$ cat src/rtl/mul_div_pkg.sv
// Shared definitions for the iterative multiply/divide unit: opcode and FSM
// state encodings plus the default operand width.
package mul_div_pkg;

    localparam int WIDTH_DEFAULT = 32;

    typedef enum logic [1:0] {
        OP_MULTU = 2'b00,
        OP_MULT  = 2'b01,
        OP_DIVU  = 2'b10,
        OP_DIV   = 2'b11
    } op_e;

    typedef enum logic [1:0] {
        ST_IDLE = 2'd0,
        ST_CALC = 2'd1,
        ST_FIX  = 2'd2
    } state_e;

endpackage

$ cat src/rtl/mul_div_step.sv
// One iteration of the unsigned datapath: a shift-add multiply step (LSB first)
// or a restoring shift-subtract divide step on the {hi, lo} accumulator pair.
module mul_div_step
    import mul_div_pkg::*;
#(
    parameter int WIDTH = WIDTH_DEFAULT
) (
    input  logic             is_div_i,
    input  logic [WIDTH-1:0] hi_i,
    input  logic [WIDTH-1:0] lo_i,
    input  logic [WIDTH-1:0] b_i,
    output logic [WIDTH-1:0] hi_o,
    output logic [WIDTH-1:0] lo_o
);
    logic [WIDTH:0]   sum;
    logic [WIDTH:0]   shifted;
    logic [WIDTH-1:0] diff;

    always_comb begin
        sum     = {1'b0, hi_i} + (lo_i[0] ? {1'b0, b_i} : {(WIDTH+1){1'b0}});
        shifted = {hi_i, lo_i[WIDTH-1]};
        // The partial remainder stays below the divisor, so the difference fits in WIDTH bits.
        diff    = shifted[WIDTH-1:0] - b_i;
        if (is_div_i) begin
            if (shifted >= {1'b0, b_i}) begin
                hi_o = diff;
                lo_o = {lo_i[WIDTH-2:0], 1'b1};
            end else begin
                hi_o = shifted[WIDTH-1:0];
                lo_o = {lo_i[WIDTH-2:0], 1'b0};
            end
        end else begin
            hi_o = sum[WIDTH:1];
            lo_o = {sum[0], lo_i[WIDTH-1:1]};
        end
    end

endmodule

$ cat src/rtl/mul_div_unit.sv
// Iterative MIPS-style multiply/divide unit with HI/LO registers, WIDTH+2 cycle latency.
// Divide opcodes are compiled in only when MUL_DIV_DIVIDE_EN is defined.
module mul_div_unit
    import mul_div_pkg::*;
#(
    parameter int WIDTH = WIDTH_DEFAULT
) (
    input  logic             clk_i,
    input  logic             rst_i,
    input  logic             start_i,
    input  logic [1:0]       op_i,
    input  logic [WIDTH-1:0] rs_data_i,
    input  logic [WIDTH-1:0] rt_data_i,
    input  logic             mthi_i,
    input  logic             mtlo_i,
    output logic [WIDTH-1:0] hi_o,
    output logic [WIDTH-1:0] lo_o,
    output logic             busy_o,
    output logic             done_o,
    output logic             div_zero_o
);
    localparam int CNT_W = (WIDTH > 1) ? $clog2(WIDTH) : 1;
    localparam logic [CNT_W-1:0] CNT_LAST = CNT_W'(WIDTH - 1);

`ifdef MUL_DIV_DIVIDE_EN
    localparam bit DIV_EN = 1'b1;
`else
    localparam bit DIV_EN = 1'b0;
`endif

    state_e                  state_q, state_d;
    logic [CNT_W-1:0]        cnt_q, cnt_d;
    logic [WIDTH-1:0]        hi_q, hi_d, lo_q, lo_d;
    logic                    done_q, done_d;
    logic                    is_div_q, is_div_d;
    logic                    neg_q, neg_d;
    logic                    rem_neg_q, rem_neg_d;
    logic                    dz_q, dz_d;
    logic [WIDTH-1:0]        acc_hi_q, acc_hi_d, acc_lo_q, acc_lo_d, b_q, b_d;

    op_e                     op;
    logic signed [WIDTH-1:0] rs_s, rt_s;
    logic                    is_signed, sign_a, sign_b, start_ok;
    logic [WIDTH-1:0]        step_hi, step_lo;
    logic [2*WIDTH-1:0]      product;
    logic [WIDTH-1:0]        res_hi, res_lo;

    function automatic logic [WIDTH-1:0] abs_val(input logic signed [WIDTH-1:0] v, input logic en);
        return (en && (v < 0)) ? -v : v;
    endfunction

    function automatic logic [WIDTH-1:0] neg_word(input logic [WIDTH-1:0] v, input logic en);
        return en ? -v : v;
    endfunction

    function automatic logic [2*WIDTH-1:0] neg_wide(input logic [2*WIDTH-1:0] v, input logic en);
        return en ? -v : v;
    endfunction

    assign op        = op_e'(op_i);
    assign rs_s      = $signed(rs_data_i);
    assign rt_s      = $signed(rt_data_i);
    assign is_signed = (op == OP_MULT) || (op == OP_DIV);
    assign sign_a    = is_signed && (rs_s < 0);
    assign sign_b    = is_signed && (rt_s < 0);
    assign start_ok  = start_i && (DIV_EN || !(op == OP_DIVU || op == OP_DIV));

    mul_div_step #(.WIDTH(WIDTH)) u_step (
        .is_div_i (is_div_q),
        .hi_i     (acc_hi_q),
        .lo_i     (acc_lo_q),
        .b_i      (b_q),
        .hi_o     (step_hi),
        .lo_o     (step_lo)
    );

    // Sign correction on the unsigned magnitudes; a zero divisor forces an all-ones quotient
    // while the remainder path already reproduces the raw dividend.
    always_comb begin
        product = neg_wide({acc_hi_q, acc_lo_q}, neg_q);
        if (is_div_q) begin
            res_lo = dz_q ? {WIDTH{1'b1}} : neg_word(acc_lo_q, neg_q);
            res_hi = neg_word(acc_hi_q, rem_neg_q);
        end else begin
            res_hi = product[2*WIDTH-1:WIDTH];
            res_lo = product[WIDTH-1:0];
        end
    end

    always_comb begin
        state_d   = state_q;
        cnt_d     = cnt_q;
        hi_d      = hi_q;
        lo_d      = lo_q;
        done_d    = 1'b0;
        is_div_d  = is_div_q;
        neg_d     = neg_q;
        rem_neg_d = rem_neg_q;
        dz_d      = dz_q;
        acc_hi_d  = acc_hi_q;
        acc_lo_d  = acc_lo_q;
        b_d       = b_q;
        unique case (state_q)
            ST_IDLE: begin
                if (start_ok) begin
                    state_d   = ST_CALC;
                    cnt_d     = '0;
                    is_div_d  = DIV_EN && (op == OP_DIVU || op == OP_DIV);
                    neg_d     = sign_a ^ sign_b;
                    rem_neg_d = sign_a;
                    dz_d      = (rt_data_i == '0);
                    acc_hi_d  = '0;
                    acc_lo_d  = abs_val(rs_s, is_signed);
                    b_d       = abs_val(rt_s, is_signed);
                end else begin
                    if (mthi_i) hi_d = rs_data_i;
                    if (mtlo_i) lo_d = rs_data_i;
                end
            end
            ST_CALC: begin
                acc_hi_d = step_hi;
                acc_lo_d = step_lo;
                cnt_d    = cnt_q + CNT_W'(1);
                if (cnt_q == CNT_LAST) begin
                    state_d = ST_FIX;
                    cnt_d   = '0;
                end
            end
            ST_FIX: begin
                hi_d    = res_hi;
                lo_d    = res_lo;
                done_d  = 1'b1;
                state_d = ST_IDLE;
            end
            default: state_d = ST_IDLE;
        endcase
    end

    always_ff @(posedge clk_i) begin
        if (rst_i) begin
            state_q <= ST_IDLE;
            cnt_q   <= '0;
            hi_q    <= '0;
            lo_q    <= '0;
            done_q  <= 1'b0;
        end else begin
            state_q <= state_d;
            cnt_q   <= cnt_d;
            hi_q    <= hi_d;
            lo_q    <= lo_d;
            done_q  <= done_d;
        end
    end

    // Operand/accumulator registers carry no reset; they are always reloaded at start.
    always_ff @(posedge clk_i) begin
        is_div_q  <= is_div_d;
        neg_q     <= neg_d;
        rem_neg_q <= rem_neg_d;
        dz_q      <= dz_d;
        acc_hi_q  <= acc_hi_d;
        acc_lo_q  <= acc_lo_d;
        b_q       <= b_d;
    end

`ifdef MUL_DIV_DIVIDE_EN
    logic dz_pulse_q;

    always_ff @(posedge clk_i) begin
        if (rst_i) begin
            dz_pulse_q <= 1'b0;
        end else begin
            dz_pulse_q <= (state_q == ST_FIX) && is_div_q && dz_q;
        end
    end

    assign div_zero_o = dz_pulse_q;
`else
    assign div_zero_o = 1'b0;
`endif

    assign hi_o   = hi_q;
    assign lo_o   = lo_q;
    assign busy_o = (state_q != ST_IDLE);
    assign done_o = done_q;

endmodule

$ cat config.mk
export PLATFORM = sky130hd
export DESIGN_NAME = mul_div_unit
export DESIGN_NICKNAME = d
export VERILOG_FILES = /design/src/rtl/mul_div_pkg.sv /design/src/rtl/mul_div_step.sv /design/src/rtl/mul_div_unit.sv
export SDC_FILE = /design/constraint.sdc
export NUM_CORES = 1
export LEC_CHECK = 0
export ABC_AREA = 0
export CAP_MARGIN = 5
export CELL_PAD_IN_SITES_DETAIL_PLACEMENT = 2
export CELL_PAD_IN_SITES_GLOBAL_PLACEMENT = 2
export CORE_MARGIN = 2
export CORE_UTILIZATION = 37
export DETAILED_ROUTE_END_ITERATION = 7
export GPL_TIMING_DRIVEN = 1
export PLACE_DENSITY = 0.95
export RECOVER_POWER = 25
export SLEW_MARGIN = 10
export SYNTH_ARGS = -nofsm -noshare
export SYNTH_HDL_FRONTEND = slang
export SYNTH_SLANG_ARGS = --single-unit
$ cat constraint.sdc
create_clock -name clk_i -period 6.1 [get_ports clk_i]
set_input_delay 1.22 -clock clk_i [delete_from_list [all_inputs] [get_ports clk_i]]
set_output_delay 1.22 -clock clk_i [all_outputs]
set_load 0.005 [all_outputs]
==> results_dict.tcl <==
set metrics [dict create \
    clk_path_buf_depth 2 \
    peakVddDrop_mv 0.209 \
    crit_slowest_cell "clkbuf_1" \
    cts_setup_buffers 0 \
    final_common_cell "nand2_1" \
    drc 0 \
    clock-root-buffer "clkbuf_16" \
    netlist_area_mm2 0.0115 \
    violations "max-capacitance violations, max-slew violations" \
    clock_latency_ns 0.46 \
    area_growth_syn_to_layout_pct 18.8 \
    die_area_mm2 0.0325 \
    gp_congestion 0.913 \
    yosysWarnings 0 \
    synth-edff-count 97 \
    dp_hpwl_um 35000 \
    die_w_um 180 \
    hold_end "lo_o[25]" \
    dpl_cell_area_mm2 0.0131 \
    start_util_pct 37.6 \
    cp-end-kind "register" \
    period_share_pct 78.1 \
    status "finished, violations left" \
    clk_pin_slew_worst_paths_ns 0.08 \
    crit_arrival_ns 4.94 \
    r2r-start "state_q[1]" \
    placeableCoreArea_mm2 0.0306 \
    rr_worst_depth 7 \
    path_cells "nor2b_1 -> clkbuf_1 -> nand2_1 -> nor2_1 -> nor3_1 -> a21oi_1 -> a211oi_1" \
    leakage_nw 4.86 \
    hp-start "lo_o[25]" \
    std_cell_rows 64 \
    r2r_slack_ns 1.34 \
    seq_area_frac_synth_pct 37.9 \
    rsz0062_at_grt "no" \
    fin_setup_tns_ns 0 \
    async_flop_share_pct 0 \
    overflow 0 \
    nets 1550 \
    grt_pass1_vias 12900 \
    hp-class "reg2reg" \
    final_cell_mix "nand2_1 (140), nor2_1 (127), edfxtp_1 (97)" \
    cts_buffers 17 \
    crit_required_ns 6.28 \
    finalPower_w 0.00330 \
    tritoncts "built" \
    grtUsageTotal_pct 31.1 \
    dr.pass1.iters 6 \
    clock-sinks 169 \
    avgViaCountPerCell 6.54 \
    cp.depth 7 \
    wl_um 51200 \
    antenna_found_initial 3 \
    grt_max_degree 79 \
    worstHoldPathCells 2 \
    r2r_end "hi_o[18]" \
    wl_per_cell_um 27.6 \
    ctsHoldBuffers 0 \
    ys_ff_latch 169 \
    syn_nets 1469 \
    cp-start-kind "register" \
    setup_viol 0 \
    hold_viol 0 \
    finalWorstPathRequiredPeriod_ns 4.76 \
    cts_max_level 4 \
    fin_skew_ns 0.0182 \
    yosys_most_used_dff "edfxtp_1" \
    crit_family "buffers and inverters" \
    max_stage_delay_ns 1.98 \
    netlist-cell-type-count 69 \
    worstMarginPinSlew_ns 3.72 \
    die_h_um 180 \
    syn_area_per_cell_um2 8.45 \
    timing.slew.headroom_pct -148 \
    initialDrtViolationCount 1215 \
    cp_max_fo 54 \
    synthCells 1360 \
    portBuffers 136 \
    max_freq_mhz 210 \
    pin_count 138 \
    powerDensity_mw_per_mm2 242 \
    postRouteAntennaNets 0 \
    cts_resized 0 \
    vias 12100 \
    crit_buf_inv 1 \
    stdcell_area_mm2 0.0137 \
    grt_pass1_wl_um 78800 \
    path_class "reg2reg" \
    fillers 3313 \
    drv_slew 194 \
    drive_gt1_share_pct 4.26 \
    cap_violations 3 \
]
[how the worst max path moves through the flow]
| stage | from | endpoint | slack [ns] |
|---|---|---|---|
| final | state_q[1] | hi_o[18] | 1.34 |
| after global routing | state_q[0] | cnt_q[3] | 1.10 |
| after CTS | acc_lo_q[0] | hi_o[16] | 2.06 |
| after detailed placement | rs_data_i[12] | acc_lo_q[26] | 1.99 |
| after global placement | rt_data_i[4] | b_q[26] | 2.21 |
| after floorplan | op_i[1] | acc_hi_q[0] | 2.50 |
[power by group]
group	internal [W]	switching, W	leakage [nW]	total (W)
Sequential	0.00131	0.000117	1.52	0.00143
Combinational	0.000294	0.000479	3.07	0.000773
Clock	0.000565	0.000529	0.268	0.00109
[tightest hold or removal path, cell delays in order (launching register included)]
cell     delay (ns)
dfxtp_1        0.31
nand2_1        0.05
a21oi_1        0.06
[layer usage]
layer	wire, um	vias up	track usage, %	part of all wire, %
met5	11	-	0	0.021
met4	2750	2	16.5	5.4
met3	3340	203	5.70	6.5
met2	24700	612	52.9	48
met1	20400	6063	37.2	40
li1	-	5226	-	-
[kinds of logic (layout without fill, tap and decap cells)]
| group | count (synthesis) | after routing | synth area share [%] |
|---|---|---|---|
| compound gates | 384 | 384 | 21.8 |
| fa+ha+maj | 38 | 38 | 4.20 |
| buf+inv | 107 | 201 | 3.62 |
| xor+xnor | 112 | 112 | 8.53 |
| other cells | 1 | 2 | 0.0326 |
| mux | 11 | 11 | 0.958 |
| simple gates | 538 | 538 | 23.0 |
| flops | 169 | 169 | 37.9 |
[metrics by stage]
step | util (%) | instances | hold slack, ns | setup slack [ns]
after floorplan | - | 1360 | 0.444 | 2.50
after global placement | 42.9 | 1818 | 0.443 | 2.21
after detailed placement | 42.9 | 1818 | 0.459 | 1.99
after CTS | 44.7 | 1850 | 0.467 | 2.06
after global routing | 44.6 | 1850 | 0.481 | 1.10
final | 44.6 | 1851 | 0.462 | 1.34
[cell type report]
class | instances | area, um2 | area share (%)
diodes | 1 | 2.50 | 0.0183
clock inverters | 14 | 119 | 0.871
clock buffers | 18 | 429 | 3.14
multi-input cells | 1084 | 6730 | 49.3
flip-flops and latches | 169 | 4350 | 31.9
inverters | 18 | 67.6 | 0.495
repair buffers | 151 | 1460 | 10.7
well taps | 396 | 495 | 3.63
[Yosys cell counts (15+ instances only)]
master	instances	share of area (%)
a211o_1	22	1.7
a211oi_1	21	1.4
a21oi_1	95	4.1
a31oi_1	17	0.93
and2_1	43	2.3
clkbuf_1	75	2.4
dfxtp_1	72	13
edfxtp_1	97	25
ha_1	37	4.0
inv_1	18	0.59
nand2_1	141	4.6
nand3_1	32	1.4
nand4_1	18	0.98
nor2_1	127	4.1
nor3_1	50	2.2
nor4_1	25	1.4
o21ai_0	91	4.0
o31ai_1	29	1.9
o41ai_1	27	2.1
or2_2	15	0.82
or3_1	33	1.8
xnor2_1	41	3.1
xor2_1	71	5.4
[registers in the layout, indices dropped and copies added (netlist names)]
register / count
cnt_q: 5
done_o: 1
hi_o: 32
b_q: 32
state_q: 2
acc_hi_q: 32
lo_o: 32
acc_lo_q: 32
neg_q: 1
(Power assumes the default switching activity.)
